[src/rtl/switch_allocator_pkg.sv]
// Shared router definitions: port count, port naming and allocator FSM states,
// plus small one-hot helpers used by the switch allocator.
package switch_allocator_pkg;

  localparam int N_PORTS = 5;
  localparam int IDX_W   = 3;

  typedef enum logic [IDX_W-1:0] {
    P_N     = 3'd0,
    P_S     = 3'd1,
    P_E     = 3'd2,
    P_W     = 3'd3,
    P_LOCAL = 3'd4
  } port_e;

  typedef enum logic {
    IDLE   = 1'b0,
    LOCKED = 1'b1
  } alloc_state_t;

  typedef logic [N_PORTS-1:0] port_vec_t;
  typedef logic [IDX_W-1:0]   port_idx_t;

  function automatic port_vec_t lowest_bit(port_vec_t v);
    return v & (~v + port_vec_t'(1));
  endfunction

  function automatic port_vec_t idx_to_onehot(port_idx_t idx);
    port_vec_t v;
    v = '0;
    for (int i = 0; i < N_PORTS; i++) begin
      if (idx == port_idx_t'(i)) v[i] = 1'b1;
    end
    return v;
  endfunction

  function automatic port_idx_t onehot_to_idx(port_vec_t v);
    port_idx_t idx;
    idx = '0;
    for (int i = 0; i < N_PORTS; i++) begin
      if (v[i]) idx = idx | port_idx_t'(i);
    end
    return idx;
  endfunction

endpackage

[src/rtl/switch_allocator_if.sv]
// Crossbar handshake bundle between the router datapath and the switch allocator.
interface switch_allocator_if;
  import switch_allocator_pkg::*;

  logic [N_PORTS-1:0]         valid_i;
  logic [N_PORTS-1:0]         head_i;
  logic [N_PORTS-1:0]         tail_i;
  logic [N_PORTS*N_PORTS-1:0] req_i;
  logic [N_PORTS-1:0]         out_ready_i;
  logic [N_PORTS-1:0]         in_ready_o;
  logic [N_PORTS-1:0]         out_valid_o;
  logic [N_PORTS*N_PORTS-1:0] sel_o;
  logic [N_PORTS-1:0]         locked_o;

  modport master (
    output valid_i, head_i, tail_i, req_i, out_ready_i,
    input  in_ready_o, out_valid_o, sel_o, locked_o
  );

  modport slave (
    input  valid_i, head_i, tail_i, req_i, out_ready_i,
    output in_ready_o, out_valid_o, sel_o, locked_o
  );

endinterface

[src/rtl/switch_allocator_rr_arbiter.sv]
// Combinational round-robin arbiter: first requester after ptr_i (wrapping)
// wins; ptr_i holds the last granted index.
module rr_arbiter #(
  parameter int N     = 5,
  parameter int PTR_W = 3
) (
  input  logic [N-1:0]     req_i,
  input  logic [PTR_W-1:0] ptr_i,
  output logic [N-1:0]     gnt_o,
  output logic             valid_o
);

  always_comb begin
    gnt_o   = '0;
    valid_o = 1'b0;
    for (int k = 1; k <= N; k++) begin
      int idx;
      idx = int'(ptr_i) + k;
      if (idx >= N) idx = idx - N;
      for (int j = 0; j < N; j++) begin
        if (!valid_o && (j == idx) && req_i[j]) begin
          gnt_o[j] = 1'b1;
          valid_o  = 1'b1;
        end
      end
    end
  end

endmodule

[src/rtl/switch_allocator.sv]
// Wormhole switch allocator: one IDLE/LOCKED FSM per output holds an input from
// head to tail flit, with round-robin choice among competing heads.
module switch_allocator
  import switch_allocator_pkg::*;
#(
  parameter bit ALLOW_UTURN = 1'b0
) (
  input  logic              clk,
  input  logic              arst,
  switch_allocator_if.slave bus
);

  port_vec_t req_m [N_PORTS];
  port_vec_t elig;
  port_vec_t owned;
  port_vec_t in_ready;
  port_vec_t out_valid;
  port_vec_t locked;
  logic [N_PORTS-1:0][N_PORTS-1:0] sel_mat;
  logic [N_PORTS-1:0][N_PORTS-1:0] ir_mat;

  // Per-input request cleanup: keep one output, optionally drop the U-turn.
  for (genvar gi = 0; gi < N_PORTS; gi++) begin : g_in
    localparam port_vec_t UTURN_MASK =
      ALLOW_UTURN ? port_vec_t'(0) : (port_vec_t'(1) << gi);
    port_vec_t req_raw;

    assign req_raw   = bus.req_i[gi*N_PORTS +: N_PORTS];
    assign req_m[gi] = lowest_bit(req_raw) & ~UTURN_MASK;
    assign elig[gi]  = bus.valid_i[gi] & bus.head_i[gi] & ~owned[gi];
  end

  // sel_mat doubles as the ownership map: column i set means input i is taken.
  always_comb begin
    owned    = '0;
    in_ready = '0;
    for (int o = 0; o < N_PORTS; o++) begin
      for (int i = 0; i < N_PORTS; i++) begin
        owned[i]    = owned[i] | sel_mat[o][i];
        in_ready[i] = in_ready[i] | ir_mat[o][i];
      end
    end
  end

  for (genvar gi = 0; gi < N_PORTS; gi++) begin : g_out
    alloc_state_t state_q, state_d;
    port_idx_t    owner_q, owner_d;
    port_idx_t    ptr_q, ptr_d;
    port_vec_t    cand;
    port_vec_t    gnt;
    port_vec_t    owner_oh;
    logic         gnt_v;
    logic         is_locked;
    logic         owner_valid;
    logic         owner_tail;
    logic         xfer;

    always_comb begin
      cand = '0;
      for (int i = 0; i < N_PORTS; i++) begin
        cand[i] = elig[i] & req_m[i][gi];
      end
    end

    rr_arbiter #(
      .N     (N_PORTS),
      .PTR_W (IDX_W)
    ) u_arb (
      .req_i   (cand),
      .ptr_i   (ptr_q),
      .gnt_o   (gnt),
      .valid_o (gnt_v)
    );

    assign owner_oh    = idx_to_onehot(owner_q);
    assign is_locked   = (state_q == LOCKED);
    assign owner_valid = |(bus.valid_i & owner_oh);
    assign owner_tail  = |(bus.tail_i & owner_oh);
    assign xfer        = is_locked & owner_valid & bus.out_ready_i[gi];

    assign sel_mat[gi]   = is_locked ? owner_oh : port_vec_t'(0);
    assign ir_mat[gi]    = sel_mat[gi] & {N_PORTS{bus.out_ready_i[gi]}};
    assign out_valid[gi] = xfer;
    assign locked[gi]    = is_locked;

    always_comb begin
      state_d = state_q;
      owner_d = owner_q;
      ptr_d   = ptr_q;
      case (state_q)
        IDLE: begin
          if (gnt_v) begin
            state_d = LOCKED;
            owner_d = onehot_to_idx(gnt);
          end
        end
        LOCKED: begin
          // A bubble (owner not valid) keeps the lock; only the tail releases it.
          if (xfer && owner_tail) begin
            state_d = IDLE;
            ptr_d   = owner_q;
          end
        end
        default: state_d = IDLE;
      endcase
    end

    always_ff @(posedge clk or negedge arst) begin
      if (!arst) begin
        state_q <= IDLE;
        owner_q <= '0;
        ptr_q   <= port_idx_t'(N_PORTS - 1);
      end else begin
        state_q <= state_d;
        owner_q <= owner_d;
        ptr_q   <= ptr_d;
      end
    end
  end

  assign bus.in_ready_o  = in_ready;
  assign bus.out_valid_o = out_valid;
  assign bus.locked_o    = locked;
  assign bus.sel_o       = sel_mat;

endmodule

[src/flat_wrapper.sv]
// flat-port wrapper written by rule: the top's interface ports become plain ports
module switch_allocator_flat import switch_allocator_pkg::*;
#(
  parameter bit ALLOW_UTURN = 1'b0
)
  (clk, arst, bus_valid_i, bus_head_i, bus_tail_i, bus_req_i, bus_out_ready_i, bus_in_ready_o, bus_out_valid_o, bus_sel_o, bus_locked_o);
  switch_allocator_if bus_i ();
  input  logic clk;
  input  logic arst;
  input wire logic [$bits(bus_i.valid_i)-1:0] bus_valid_i;
  input wire logic [$bits(bus_i.head_i)-1:0] bus_head_i;
  input wire logic [$bits(bus_i.tail_i)-1:0] bus_tail_i;
  input wire logic [$bits(bus_i.req_i)-1:0] bus_req_i;
  input wire logic [$bits(bus_i.out_ready_i)-1:0] bus_out_ready_i;
  output wire logic [$bits(bus_i.in_ready_o)-1:0] bus_in_ready_o;
  output wire logic [$bits(bus_i.out_valid_o)-1:0] bus_out_valid_o;
  output wire logic [$bits(bus_i.sel_o)-1:0] bus_sel_o;
  output wire logic [$bits(bus_i.locked_o)-1:0] bus_locked_o;
  assign bus_i.valid_i = bus_valid_i;
  assign bus_i.head_i = bus_head_i;
  assign bus_i.tail_i = bus_tail_i;
  assign bus_i.req_i = bus_req_i;
  assign bus_i.out_ready_i = bus_out_ready_i;
  assign bus_in_ready_o = bus_i.in_ready_o;
  assign bus_out_valid_o = bus_i.out_valid_o;
  assign bus_sel_o = bus_i.sel_o;
  assign bus_locked_o = bus_i.locked_o;
  switch_allocator #(.ALLOW_UTURN(ALLOW_UTURN)) u_core (.clk(clk), .arst(arst), .bus(bus_i));
endmodule
[config.mk]
export PLATFORM = sky130hd
export DESIGN_NAME = switch_allocator_flat
export DESIGN_NICKNAME = d
export VERILOG_FILES = /design/src/rtl/switch_allocator_pkg.sv /design/src/rtl/switch_allocator_if.sv /design/src/rtl/switch_allocator_rr_arbiter.sv /design/src/rtl/switch_allocator.sv /design/src/flat_wrapper.sv
export SDC_FILE = /design/constraint.sdc
export NUM_CORES = 1
export LEC_CHECK = 0
export BUFFER_PORTS_ARGS = -buffer_cell sky130_fd_sc_hd__clkbuf_2
export CORE_UTILIZATION = 39
export CTS_CLUSTER_DIAMETER = 120
export CTS_CLUSTER_SIZE = 40
export DETAILED_ROUTE_END_ITERATION = 10
export PLACE_DENSITY_LB_ADDON = 0.05
export SLEW_MARGIN = 25
export SYNTH_ARGS = -nofsm -noshare
export SYNTH_HDL_FRONTEND = slang
export SYNTH_HIERARCHICAL = 1
export SYNTH_SLANG_ARGS = --single-unit
[constraint.sdc]
create_clock -name clk -period 5.6 [get_ports clk]
set_clock_uncertainty 0.15 [all_clocks]
set_input_delay 1.12 -clock clk [delete_from_list [all_inputs] [get_ports clk]]
set_output_delay 1.12 -clock clk [all_outputs]
set_load 0.01 [all_outputs]
==> summary.txt, run 1 <==
Status
  – Run status: finished clean

STA
  – Worst-margin pin slew: 1.01 ns
  – Post-Route Hold Slack: 0.474 ns
  – Final total negative setup slack: 0 ns
  – Max-slew headroom at the worst pin: 32.0%
  – Number of setup violations in the final report: 0
  – Final Hold Violating Endpoints: 0
  – Max-slew violation total from the final report: 0
  – Highest attainable clock frequency: 213 MHz
  – Tcrit/Tclk final: 83.9%
  – Time the final worst path needs with I/O delays and setup: 4.70 ns
  – Unrepaired setup endpoints after global routing: no

Yosys
  – Gate count of the mapped netlist: 1421
  – Count of warnings emitted by yosys: 6
  – Synthesized area: 0.0103 mm^2
  – Syn avg cell area: 7.28 um^2

Clock tree
  – Clock tree from TritonCTS: built
  – Number of levels in the clock H-tree: 2
  – Buffer depth of the longest clock path: 2
  – Clk_lat worst skew: 0.28 ns
  – Post_cts resized: 0
  – CTS root buffer: clkbuf_16
  – Clk sink count: 35
  – Hold bufs inserted after CTS: 0
  – Clock transition at path regs: 0.06 ns
  – Number of clock buffers inserted by TritonCTS: 5
  – Buffer count from post-CTS setup fixing: 0

Detailed routing
  – Routed Antenna Nets: 0
  – Number of DRC violations after detailed routing: 0
  – Via density: 6.23
  – Detailed-router iteration count before antenna repair: 7
  – Average wire per cell in the routed design: 19.6 um
  – Number of vias in the routed layout: 11081
  – Number of DRC markers after the initial detailed-route iteration: 839
  – Total Wirelength: 34800 um

Setup path
  – Required time worst endpoint: 5.61 ns
  – Maximum fanout count along the critical path: 12
  – Startpoint-to-endpoint class of the critical path: primary input to flip-flop
  – Cell count of the worst reg-to-reg path: 13
  – Worst setup path start: bus_valid_i[3]
  – Crit end category: flip-flop
  – Startpoint of the worst-slack reg-to-reg timing path: u_core/g_out[0].owner_q[2]$_DFFE_PN0P_
  – Worst reg2reg path endpoint: u_core/g_out[4].owner_q[0]$_DFFE_PN0P_
  – Arrival @ worst endpoint: 4.71 ns
  – Capture point of the worst path: u_core/g_out[4].owner_q[0]$_DFFE_PN0P_
  – Type of origin of the critical path: primary input
  – Setup slack, reg-to-reg: 1.02 ns

Global routing
  – Number of antenna violations at the first check in global routing: 0
  – Met1 layer usage reported by global route: 35.3%
  – Total Routing Usage GR: 25.3%
  – Residual overflow from global routing: 0
  – First-pass GRT wire length: 55200 um
  – Global routing usage on met2: 41.5%
  – Global-route met3 utilization: 2.54%
  – Number of global-route vias before repair: 10080
  – Maximum number of pins on one net before global-route repair: 41
  – Most Used Layer, Global Route: met2

Floorplanning
  – Std cell rows: 59
  – Core area: 0.0261 mm^2
  – Effective utilization at floorplan: 39.7%
  – Chip height: 165 um
  – Die area: 0.0272 mm^2
  – Die width: 165 um
  – Number of top-level design ports: 87

Layout
  – Final Instance Area: 0.0110 mm^2
  – Total Nets Final: 1557
  – Antenna diode instance count: 0
  – Layout cells sized above 1: 15.0%
  – Area added between synthesis and finish: 6.21%

Placement
  – Total cell area at the placement stage: 0.0108 mm^2
  – DP Wirelength: 26800 um
  – Port bufs: 85
  – Global placement routability congestion: 0.918

Flow run
  – Number of maximum-capacitance violations: 0

Power
  – Maximum vdd ir drop: 327 uV
  – Power per cell area: 581 mW/mm^2
  – Static Leak: 4.46 nW

Hold path
  – Min-Delay Path Class: flip-flop to flip-flop
==> through the flow <==
stage,cells,utilization (%),power (W),worst slack [ns]
floorplan,1435,-,0.00484,0.930
global placement,1772,41.6,0.00598,0.623
detailed placement,1772,41.6,0.00600,0.621
CTS,1780,42.1,0.00630,0.900
global route,1780,42.1,0.00699,0.405
finish,1780,42.1,0.00638,0.901
==> state kept, by name, indices dropped and copies added, names as in the netlist <==
register,cells
u_core/g_out.owner_q,15
u_core/g_out.ptr_q,15
u_core/g_out.is_locked,5
==> critical path, stage by stage <==
cell and delay [ns]:
clkbuf_2 0.19, nand2_1 0.07, nor3_1 0.11, or4b_1 0.53
nor3_1 0.48, and3_1 0.60, mux2i_1 0.14, mux4_2 0.47
o22ai_1 0.13, nor2b_1 0.09, a32o_1 0.22, a211o_1 0.31
nor3_1 0.18, a21oi_1 0.06
==> where the power goes <==
group | total (W) | leakage (nW) | switching (W) | internal, W
Combinational | 0.00549 | 3.97 | 0.00337 | 0.00212
Sequential | 0.000620 | 0.429 | 0.000268 | 0.000352
Clock | 0.000271 | 0.0658 | 0.000107 | 0.000164
==> cell usage in the layout (no fill, tap or decap), types with 9 or more instances in the layout <==
cell        n
o211ai_1   20
nand4_1    22
a21o_1     13
nor2b_1    54
mux2_2     24
nor3b_1    24
and3_1     17
nand3_1    49
or3_1      21
o21ai_0    83
nor4b_1    13
nor2_1    111
conb_1     15
nor3_1     56
nand2_1    96
dfrtp_1    30
inv_1      68
mux2i_1    35
a211oi_2    9
buf_4      28
a31oi_1    15
nand2b_1   41
nor4bb_1   12
o31ai_1    14
and2_1     19
nand3b_1   19
a41oi_1    10
o22ai_1    21
ha_1       61
a21oi_1    67
a211oi_1   25
clkbuf_2   84
nor4_1     17
a211o_1    15
==> worst min path at each step <==
stage / startpoint / endpoint / slack [ns] / cells after the start
2_1_floorplan: u_core/g_out[4].is_locked$_DFF_PN0_ / u_core/g_out[4].is_locked$_DFF_PN0_ / 0.38 / 2
3_3_place_gp: u_core/g_out[3].is_locked$_DFF_PN0_ / u_core/g_out[3].is_locked$_DFF_PN0_ / 0.47 / 2
3_5_place_dp: u_core/g_out[3].is_locked$_DFF_PN0_ / u_core/g_out[3].is_locked$_DFF_PN0_ / 0.47 / 2
5_1_grt: u_core/g_out[3].is_locked$_DFF_PN0_ / u_core/g_out[3].is_locked$_DFF_PN0_ / 0.52 / 2
6_report: u_core/g_out[3].is_locked$_DFF_PN0_ / u_core/g_out[3].is_locked$_DFF_PN0_ / 0.47 / 2
4_1_cts: u_core/g_out[3].is_locked$_DFF_PN0_ / u_core/g_out[3].is_locked$_DFF_PN0_ / 0.49 / 2
==> per-layer routing <==
layer	part of all wire (%)	vias to the layer above	routed length [um]
met2	46	296	16000
li1	-	5425	-
met4	1.7	0	605
met1	48	5328	16600
met5	0	-	0
met3	4.5	32	1550
==> layout make-up <==
cell class                 count  area, um^2
fill                        2768       15100
sequential                    35         882
clock inverter                 3        20.0
tap                          335         419
timing repair buffer         113         636
clock buffer                   5         125
inverter                      69         259
multi-input combinational   1220        8640
(Power assumes the default switching activity.)
==> inputs of run 2 (changes only) <==
==> constraint.sdc (replaced) <==
create_clock -name clk -period 3.78 [get_ports clk]
set_clock_uncertainty 0.15 [all_clocks]
set_input_delay 0.756 -clock clk [delete_from_list [all_inputs] [get_ports clk]]
set_output_delay 0.756 -clock clk [all_outputs]
set_load 0.01 [all_outputs]
==> run 2 against run 1 <==
- the flow now finishes with violations (negative setup slack)
- core utilization is 10 points higher
- design area increased by 25%
- clock power grew 79%
- flip-flop and latch count did not move
- non-clock buffer count rose by 288
- die area unchanged
- register-to-register slack worse by 1.1 ns
- count of clock-buffer cells in the layout unchanged
- hold slack got worse by 0.15 ns
- routed wire length rose by 9.3%
- cell count up 16%
- worst setup slack worse by 1.0 ns
==> summary.txt, run 2 (synthesized netlist as in run 1, its figures left out) <==
Status
  – Run status: finished with violations (was finished clean)
  – Failing checks: negative setup slack

Setup path
  – CP bufs+invs: 1 (unchanged)
  – Worst setup path start: u_core/g_out[0].ptr_q[2]$_DFFE_PN1P_ (was bus_valid_i[3])
  – Maximum fanout count along the critical path: 5 (was 12)
  – Startpoint-to-endpoint class of the critical path: flip-flop to flip-flop (was primary input to flip-flop)
  – CP Cell Sequence: buf_6 > fa_1 > and3_1 > o32a_1 > or3_4 > or3_4 > a211o_1 > or4b_4 > nand2b_4 > mux2_4 (was clkbuf_2 > nand2_1 > nor3_1 > or4b_1 > nor3_1 > and3_1 > mux2i_1 > mux4_2 > o22ai_1 > nor2b_1 > a32o_1 > a211o_1 > nor3_1 > a21oi_1)
  – Required time worst endpoint: 3.80 ns (was 5.61 ns)
  – Setup slack, reg-to-reg: -0.13 ns (was 1.02 ns)
  – Startpoint of the worst-slack reg-to-reg timing path: u_core/g_out[0].ptr_q[2]$_DFFE_PN1P_ (was u_core/g_out[0].owner_q[2]$_DFFE_PN0P_)
  – Type of origin of the critical path: flip-flop (was primary input)
  – Category of cells accounting for the largest share of critical-path delay: simple AND/OR/NAND/NOR gates (unchanged)
  – CP peak stage delay: 0.58 ns (was 0.60 ns)
  – Highest-delay cell along the critical path: dfstp_2 (was and3_1)
  – Arrival @ worst endpoint: 3.93 ns (was 4.71 ns)
  – CP dominant cell by count: or3_4 (was nor3_1)
  – Crit end category: flip-flop (unchanged)

STA
  – Time the final worst path needs with I/O delays and setup: 3.91 ns
  – Max-slew violation total from the final report: 0 (unchanged)
  – Max-slew headroom at the worst pin: 44.0% (was 32.0%)
  – Final total negative setup slack: -0.679 ns (was 0 ns)
  – Highest attainable clock frequency: 256 MHz
  – Number of setup violations in the final report: 12 (was 0)
  – Unrepaired setup endpoints after global routing: yes (was no)
  – Tcrit/Tclk final: 103%
  – Worst-margin pin slew: 0.828 ns (was 1.01 ns)
  – Final worst setup slack: -0.126 ns (was 0.901 ns)
  – Final Hold Violating Endpoints: 0 (unchanged)

Layout
  – Most frequent cells in the layout: buf_4 (292), nor2_1 (106), nand2_1 (95), clkbuf_2 (85), o21ai_0 (75) (was nor2_1 (111), nand2_1 (96), clkbuf_2 (84), o21ai_0 (83), inv_1 (68))
  – Total Nets Final: 1845 (was 1557)
  – Layout cells sized above 1: 32.7% (was 15.0%)
  – Most common library cell in the layout ignoring fill and taps: buf_4 (was nor2_1)
  – Area added between synthesis and finish: 32.3% (was 6.21%)
  – Final Instance Area: 0.0137 mm^2 (was 0.0110 mm^2)

Placement
  – Port bufs: 85 (unchanged)
  – Total cell area at the placement stage: 0.0128 mm^2 (was 0.0108 mm^2)
  – DP Wirelength: 30300 um (was 26800 um)
  – Global placement routability congestion: 0.942 (was 0.918)

Clock tree
  – Number of levels in the clock H-tree: 2 (unchanged)
  – Clk_lat worst skew: 0.28 ns (about the same)
  – Clock tree from TritonCTS: built (unchanged)
  – Number of clock buffers inserted by TritonCTS: 5 (unchanged)
  – Buffer depth of the longest clock path: 2 (unchanged)
  – Clock transition at path regs: 0.06 ns (about the same)
  – Clk sink count: 35 (unchanged)
  – Hold bufs inserted after CTS: 0 (unchanged)
  – CTS root buffer: clkbuf_16 (unchanged)

Detailed routing
  – Detailed-router iteration count before antenna repair: 7 (unchanged)
  – Number of DRC violations after detailed routing: 0 (unchanged)
  – Via density: 5.90 (was 6.23)
  – Number of vias in the routed layout: 12210 (was 11081)
  – Average wire per cell in the routed design: 18.4 um (was 19.6 um)
  – Routed Antenna Nets: 0 (unchanged)
  – Number of DRC markers after the initial detailed-route iteration: 843 (was 839)
  – Total Wirelength: 38100 um (was 34800 um)

Floorplanning
  – Effective utilization at floorplan: 39.7% (unchanged)
  – Core area: 0.0261 mm^2 (unchanged)
  – Die width: 165 um (unchanged)
  – Die area: 0.0272 mm^2 (unchanged)
  – Std cell rows: 59 (unchanged)
  – Number of top-level design ports: 87 (unchanged)
  – Chip height: 165 um (unchanged)

Power
  – Power per cell area: 847 mW/mm^2 (was 581 mW/mm^2)
  – Maximum vdd ir drop: 510 uV (was 327 uV)
  – Static Leak: 6.04 nW (was 4.46 nW)

Global routing
  – Maximum number of pins on one net before global-route repair: 36 (was 41)
  – Number of global-route vias before repair: 11027 (was 10080)
  – Total Routing Usage GR: 27.2% (was 25.3%)
  – Residual overflow from global routing: 0 (unchanged)
  – Number of antenna violations at the first check in global routing: 1 (was 0)
  – First-pass GRT wire length: 58900 um (was 55200 um)

Hold path
  – Min-Delay Path Class: primary input to async pin (was flip-flop to flip-flop)

Flow run
  – Number of maximum-capacitance violations: 0 (unchanged)
run 2: changes by cell type in the layout (fill, tap and decap cells not counted), moves of 5 or more:
cell | before | now
buf_4 | 28 | 292
buf_6 | 0 | 19
o21ai_0 | 83 | 75
o21ai_1 | 6 | 14
nor4bb_1 | 12 | 5
and2_1 | 19 | 14
and3_1 | 17 | 12
and3_4 | 4 | 9
nor2_1 | 111 | 106
nor4b_1 | 13 | 8
run 2: area by class of cell:
class                           instances  area (um^2)
Clock buffer                            5          125
Tap cell                              335          419
Fill cell                            2585        12400
Timing Repair Buffer                  401         2940
Clock inverter                          3         47.5
Multi-Input combinational cell       1220         8990
Antenna cell                            1         2.50
Inverter                               69          262
Sequential cell                        35          883
run 2: worst paths after layout:
check                           depth (start not counted)                                      to
worst max-delay path                                   10  u_core/g_out[0].owner_q[2]$_DFFE_PN0P_
worst min-delay path                                    1  u_core/g_out[4].owner_q[1]$_DFFE_PN0P_
worst max register to register                         10  u_core/g_out[0].owner_q[2]$_DFFE_PN0P_
worst min register to register                          1    u_core/g_out[4].ptr_q[1]$_DFFE_PN0P_
max in group asynchronous                               2    u_core/g_out[0].ptr_q[2]$_DFFE_PN1P_
min in group clk                                        1    u_core/g_out[4].ptr_q[1]$_DFFE_PN0P_
run 2: repair_timing:
action	4_1_cts	5_1_grt
pin swaps	13	30
setup buffers	6	35
endpoints found under the setup margin	17	18
gates resized for setup	39	57
run 2: worst register-to-register path: stages (launching register included):
cell and delay (ns):
dfstp_2 0.58, buf_6 0.12, fa_1 0.45, and3_1 0.17
o32a_1 0.38, or3_4 0.40, or3_4 0.35, a211o_1 0.27
or4b_4 0.53, nand2b_4 0.11, mux2_4 0.30
run 2: per-layer routing:
metal  vias to the layer above  wire length, um  global-route usage (%)
li1                       5998                -                       -
met1                      5803            17100                    36.3
met2                       362            18400                    46.7
met3                        47             1850                    2.49
met4                         0              764                    6.88
met5                         -                0                       0
run 2: metrics by stage:
step / hold slack, ns / std cells / total power [W] / setup slack, ns / utilization, %
2_1_floorplan: 0.310 / 1435 / 0.00721 / -0.584 / -
3_3_place_gp: 0.355 / 2022 / 0.0103 / -0.346 / 49.1
3_5_place_dp: 0.365 / 2022 / 0.0103 / -0.461 / 49.1
4_1_cts: 0.379 / 2036 / 0.0110 / -0.126 / 50.6
5_1_grt: 0.355 / 2068 / 0.0126 / -0.316 / 52.5
6_report: 0.328 / 2069 / 0.0116 / -0.126 / 52.5
run 2: power by group:
part | leakage [nW] | internal (W) | switching, W
registers | 0.428 | 0.000525 | 0.000160
logic | 5.53 | 0.00466 | 0.00576
clock network | 0.0844 | 0.000314 | 0.000172
total | 6.04 | 0.00550 | 0.00609
==> inputs of run 3 (changes only) <==
--- a/config.mk
+++ b/config.mk
@@ -11,6 +11,7 @@
 export CTS_CLUSTER_SIZE = 40
 export DETAILED_ROUTE_END_ITERATION = 10
 export PLACE_DENSITY_LB_ADDON = 0.05
+export SKIP_CTS_REPAIR_TIMING = 1
 export SLEW_MARGIN = 25
 export SYNTH_ARGS = -nofsm -noshare
 export SYNTH_HDL_FRONTEND = slang
==> run 3 against run 2 <==
- the flow still finishes with violations (negative setup slack)
- core utilization is 0.60 points lower
- maximum frequency down 0.45%
- clock power barely moved
- flip-flop and latch count unchanged
- worst setup slack got worse by 0.018 ns
- die area unchanged
- count of clock-buffer cells in the layout unchanged
- critical endpoint is now u_core/g_out[4].owner_q[2]$_DFFE_PN0P_
==> summary.txt, run 3 (synthesized netlist as in run 1, its figures left out) <==
Layout
  – Final Instance Area: 0.0135 mm^2 (was 0.0137 mm^2)
  – Total Nets Final: 1827 (was 1845)
  – Layout filler cell count: 2611 (was 2585)
  – Layout cells sized above 1: 32.0% (was 32.7%)
  – Most common library cell in the layout ignoring fill and taps: buf_4 (unchanged)
  – Multi-input gate area in the final layout: 0.00897 mm^2 (was 0.00899 mm^2)
  – Most frequent cells in the layout: buf_4 (275), nor2_1 (104), nand2_1 (93), clkbuf_2 (85), o21ai_0 (69) (was buf_4 (292), nor2_1 (106), nand2_1 (95), clkbuf_2 (85), o21ai_0 (75))
  – Area added between synthesis and finish: 30.8% (was 32.3%)
  – Sequential cell area in the final layout: 885 um^2 (was 883 um^2)
  – Post-route core utilization: 51.9% (was 52.5%)

Detailed routing
  – Number of DRC markers after the initial detailed-route iteration: 837 (was 843)
  – Routed Antenna Nets: 0 (unchanged)
  – Number of DRC violations after detailed routing: 0 (unchanged)
  – Average wire per cell in the routed design: 18.5 um (was 18.4 um)
  – Detailed-router iteration count before antenna repair: 5 (was 7)
  – Total Wirelength: 37900 um (was 38100 um)
  – Via density: 5.93 (was 5.90)
  – Number of vias in the routed layout: 12165 (was 12210)

Floorplanning
  – Chip height: 165 um (unchanged)
  – Std cell rows: 59 (unchanged)
  – Die area: 0.0272 mm^2 (unchanged)
  – Number of top-level design ports: 87 (unchanged)
  – Effective utilization at floorplan: 39.7% (unchanged)
  – Die width: 165 um (unchanged)
  – Core area: 0.0261 mm^2 (unchanged)

Clock tree
  – Buffer depth of the longest clock path: 2 (unchanged)
  – Clk_lat worst skew: 0.28 ns (about the same)
  – Number of levels in the clock H-tree: 2 (unchanged)
  – Number of clock buffers inserted by TritonCTS: 5 (unchanged)
  – CTS root buffer: clkbuf_16 (unchanged)
  – Clk sink count: 35 (unchanged)
  – Clock tree from TritonCTS: built (unchanged)
  – Clock transition at path regs: 0.06 ns (about the same)

Setup path
  – Capture point of the worst path: u_core/g_out[4].owner_q[2]$_DFFE_PN0P_ (was u_core/g_out[0].owner_q[2]$_DFFE_PN0P_)
  – Setup slack, reg-to-reg: -0.14 ns (was -0.13 ns)
  – Maximum fanout count along the critical path: 9 (was 5)
  – Cell count of the worst reg-to-reg path: 16 (was 10)
  – CP bufs+invs: 4 (was 1)
  – Startpoint of the worst-slack reg-to-reg timing path: u_core/g_out[0].owner_q[2]$_DFFE_PN0P_ (was u_core/g_out[0].ptr_q[2]$_DFFE_PN1P_)
  – Crit end category: flip-flop (unchanged)
  – CP Cell Sequence: buf_4 > buf_4 > nor4bb_2 > or3_1 > or4_4 > nor2_4 > and4b_1 > buf_6 > buf_4 > or4b_4 > a21oi_4 > nor4_4 > and3_4 > nand4_1 > nand2b_4 > mux2_2 (was buf_6 > fa_1 > and3_1 > o32a_1 > or3_4 > or3_4 > a211o_1 > or4b_4 > nand2b_4 > mux2_4)
  – Highest-delay cell along the critical path: or4_4 (was dfstp_2)
  – Required time worst endpoint: 3.80 ns (about the same)
  – Category of cells accounting for the largest share of critical-path delay: simple AND/OR/NAND/NOR gates (unchanged)
  – Worst reg2reg path endpoint: u_core/g_out[4].owner_q[2]$_DFFE_PN0P_ (was u_core/g_out[0].owner_q[2]$_DFFE_PN0P_)
  – Arrival @ worst endpoint: 3.94 ns (was 3.93 ns)
  – Worst setup path start: u_core/g_out[0].owner_q[2]$_DFFE_PN0P_ (was u_core/g_out[0].ptr_q[2]$_DFFE_PN1P_)
  – Critical path depth in cells: 16 (was 10)
  – CP dominant cell by count: buf_4 (was or3_4)
  – Startpoint-to-endpoint class of the critical path: flip-flop to flip-flop (unchanged)
  – Type of origin of the critical path: flip-flop (unchanged)
  – CP peak stage delay: 0.49 ns (was 0.58 ns)

STA
  – Final Hold Violating Endpoints: 0 (unchanged)
  – Max-slew violation total from the final report: 0 (unchanged)
  – Highest attainable clock frequency: 255 MHz (was 256 MHz)
  – Time the final worst path needs with I/O delays and setup: 3.92 ns (was 3.91 ns)
  – Number of setup violations in the final report: 10 (was 12)
  – Final worst setup slack: -0.144 ns (was -0.126 ns)
  – Worst-margin pin slew: 0.810 ns (was 0.828 ns)
  – Unrepaired setup endpoints after global routing: yes (unchanged)
  – Tcrit/Tclk final: 104% (was 103%)
  – Max-slew headroom at the worst pin: 45.2% (was 44.0%)

Global routing
  – Maximum number of pins on one net before global-route repair: 36 (unchanged)
  – First-pass GRT wire length: 58300 um (was 58900 um)
  – Residual overflow from global routing: 0 (unchanged)
  – Total Routing Usage GR: 26.9% (was 27.2%)
  – Number of global-route vias before repair: 10897 (was 11027)
  – Number of antenna violations at the first check in global routing: 1 (unchanged)

Flow run
  – Number of maximum-capacitance violations: 0 (unchanged)

Power
  – Static Leak: 5.96 nW (was 6.04 nW)
  – Maximum vdd ir drop: 506 uV (was 510 uV)
  – Power per cell area: 848 mW/mm^2 (was 847 mW/mm^2)

Placement
  – Port bufs: 85 (unchanged)
  – Global placement routability congestion: 0.942 (unchanged)
  – DP Wirelength: 30300 um (unchanged)
  – Worst setup slack after placement: -0.461 ns (unchanged)
  – Total cell area at the placement stage: 0.0128 mm^2 (unchanged)

Status
  – Failing checks: negative setup slack (unchanged)
  – Run status: finished with violations (unchanged)

Hold path
  – Min-Delay Path Class: primary input to async pin (unchanged)
[run 3: layout make-up]
type	count	area share, %
multi-input combinational	1220	66.3
timing repair buffer	383	20.8
sequential	35	6.54
tap	335	3.10
inverter	69	1.93
clock buffer	5	0.926
clock inverter	3	0.352
antenna	1	0.0185
[run 3: worst reg2reg max path, stage by stage (launching register included)]
cell	delay, ns
dfrtp_1	0.35
buf_4	0.15
buf_4	0.16
nor4bb_2	0.06
or3_1	0.35
or4_4	0.49
nor2_4	0.12
and4b_1	0.25
buf_6	0.16
buf_4	0.12
or4b_4	0.47
a21oi_4	0.18
nor4_4	0.08
and3_4	0.20
nand4_1	0.17
nand2b_4	0.09
mux2_2	0.27
[run 3: power breakdown]
group	switching [W]	internal [W]
Combinational	0.00575	0.00455
Sequential	0.000153	0.000526
Clock	0.000169	0.000314
[run 3: worst min-delay path by stage]
| stage | startpoint | endpoint | cells after the start | slack, ns |
|---|---|---|---|---|
| floorplan | arst | u_core/g_out[0].is_locked$_DFF_PN0_ | 0 | 0.31 |
| global placement | u_core/g_out[4].ptr_q[1]$_DFFE_PN0P_ | u_core/g_out[4].ptr_q[1]$_DFFE_PN0P_ | 1 | 0.36 |
| detailed placement | u_core/g_out[4].ptr_q[1]$_DFFE_PN0P_ | u_core/g_out[4].ptr_q[1]$_DFFE_PN0P_ | 1 | 0.37 |
| CTS | u_core/g_out[4].ptr_q[1]$_DFFE_PN0P_ | u_core/g_out[4].ptr_q[1]$_DFFE_PN0P_ | 1 | 0.38 |
| global route | arst | u_core/g_out[4].owner_q[0]$_DFFE_PN0P_ | 1 | 0.36 |
| finish | arst | u_core/g_out[4].owner_q[1]$_DFFE_PN0P_ | 1 | 0.33 |
[run 3: metal layers]
| metal | wire (um) | GRT usage (%) | part of all wire (%) |
|---|---|---|---|
| met1 | 17100 | 36.3 | 45 |
| met2 | 18200 | 45.8 | 48 |
| met3 | 1690 | 2.36 | 4.5 |
| met4 | 884 | 6.71 | 2.3 |
| met5 | 0 | 0 | 0 |
[run 3: metrics by stage]
| stage | setup TNS, ns | hold WS (ns) | std cells | total power (W) |
|---|---|---|---|---|
| finish | -0.712 | 0.330 | 2051 | 0.0115 |
| global route | -2.47 | 0.358 | 2050 | 0.0124 |
| CTS | -2.47 | 0.379 | 2030 | 0.0109 |
| detailed placement | -4.54 | 0.365 | 2022 | 0.0103 |
| global placement | -3.75 | 0.355 | 2022 | 0.0103 |
| floorplan | -1.57 | 0.310 | 1435 | 0.00721 |
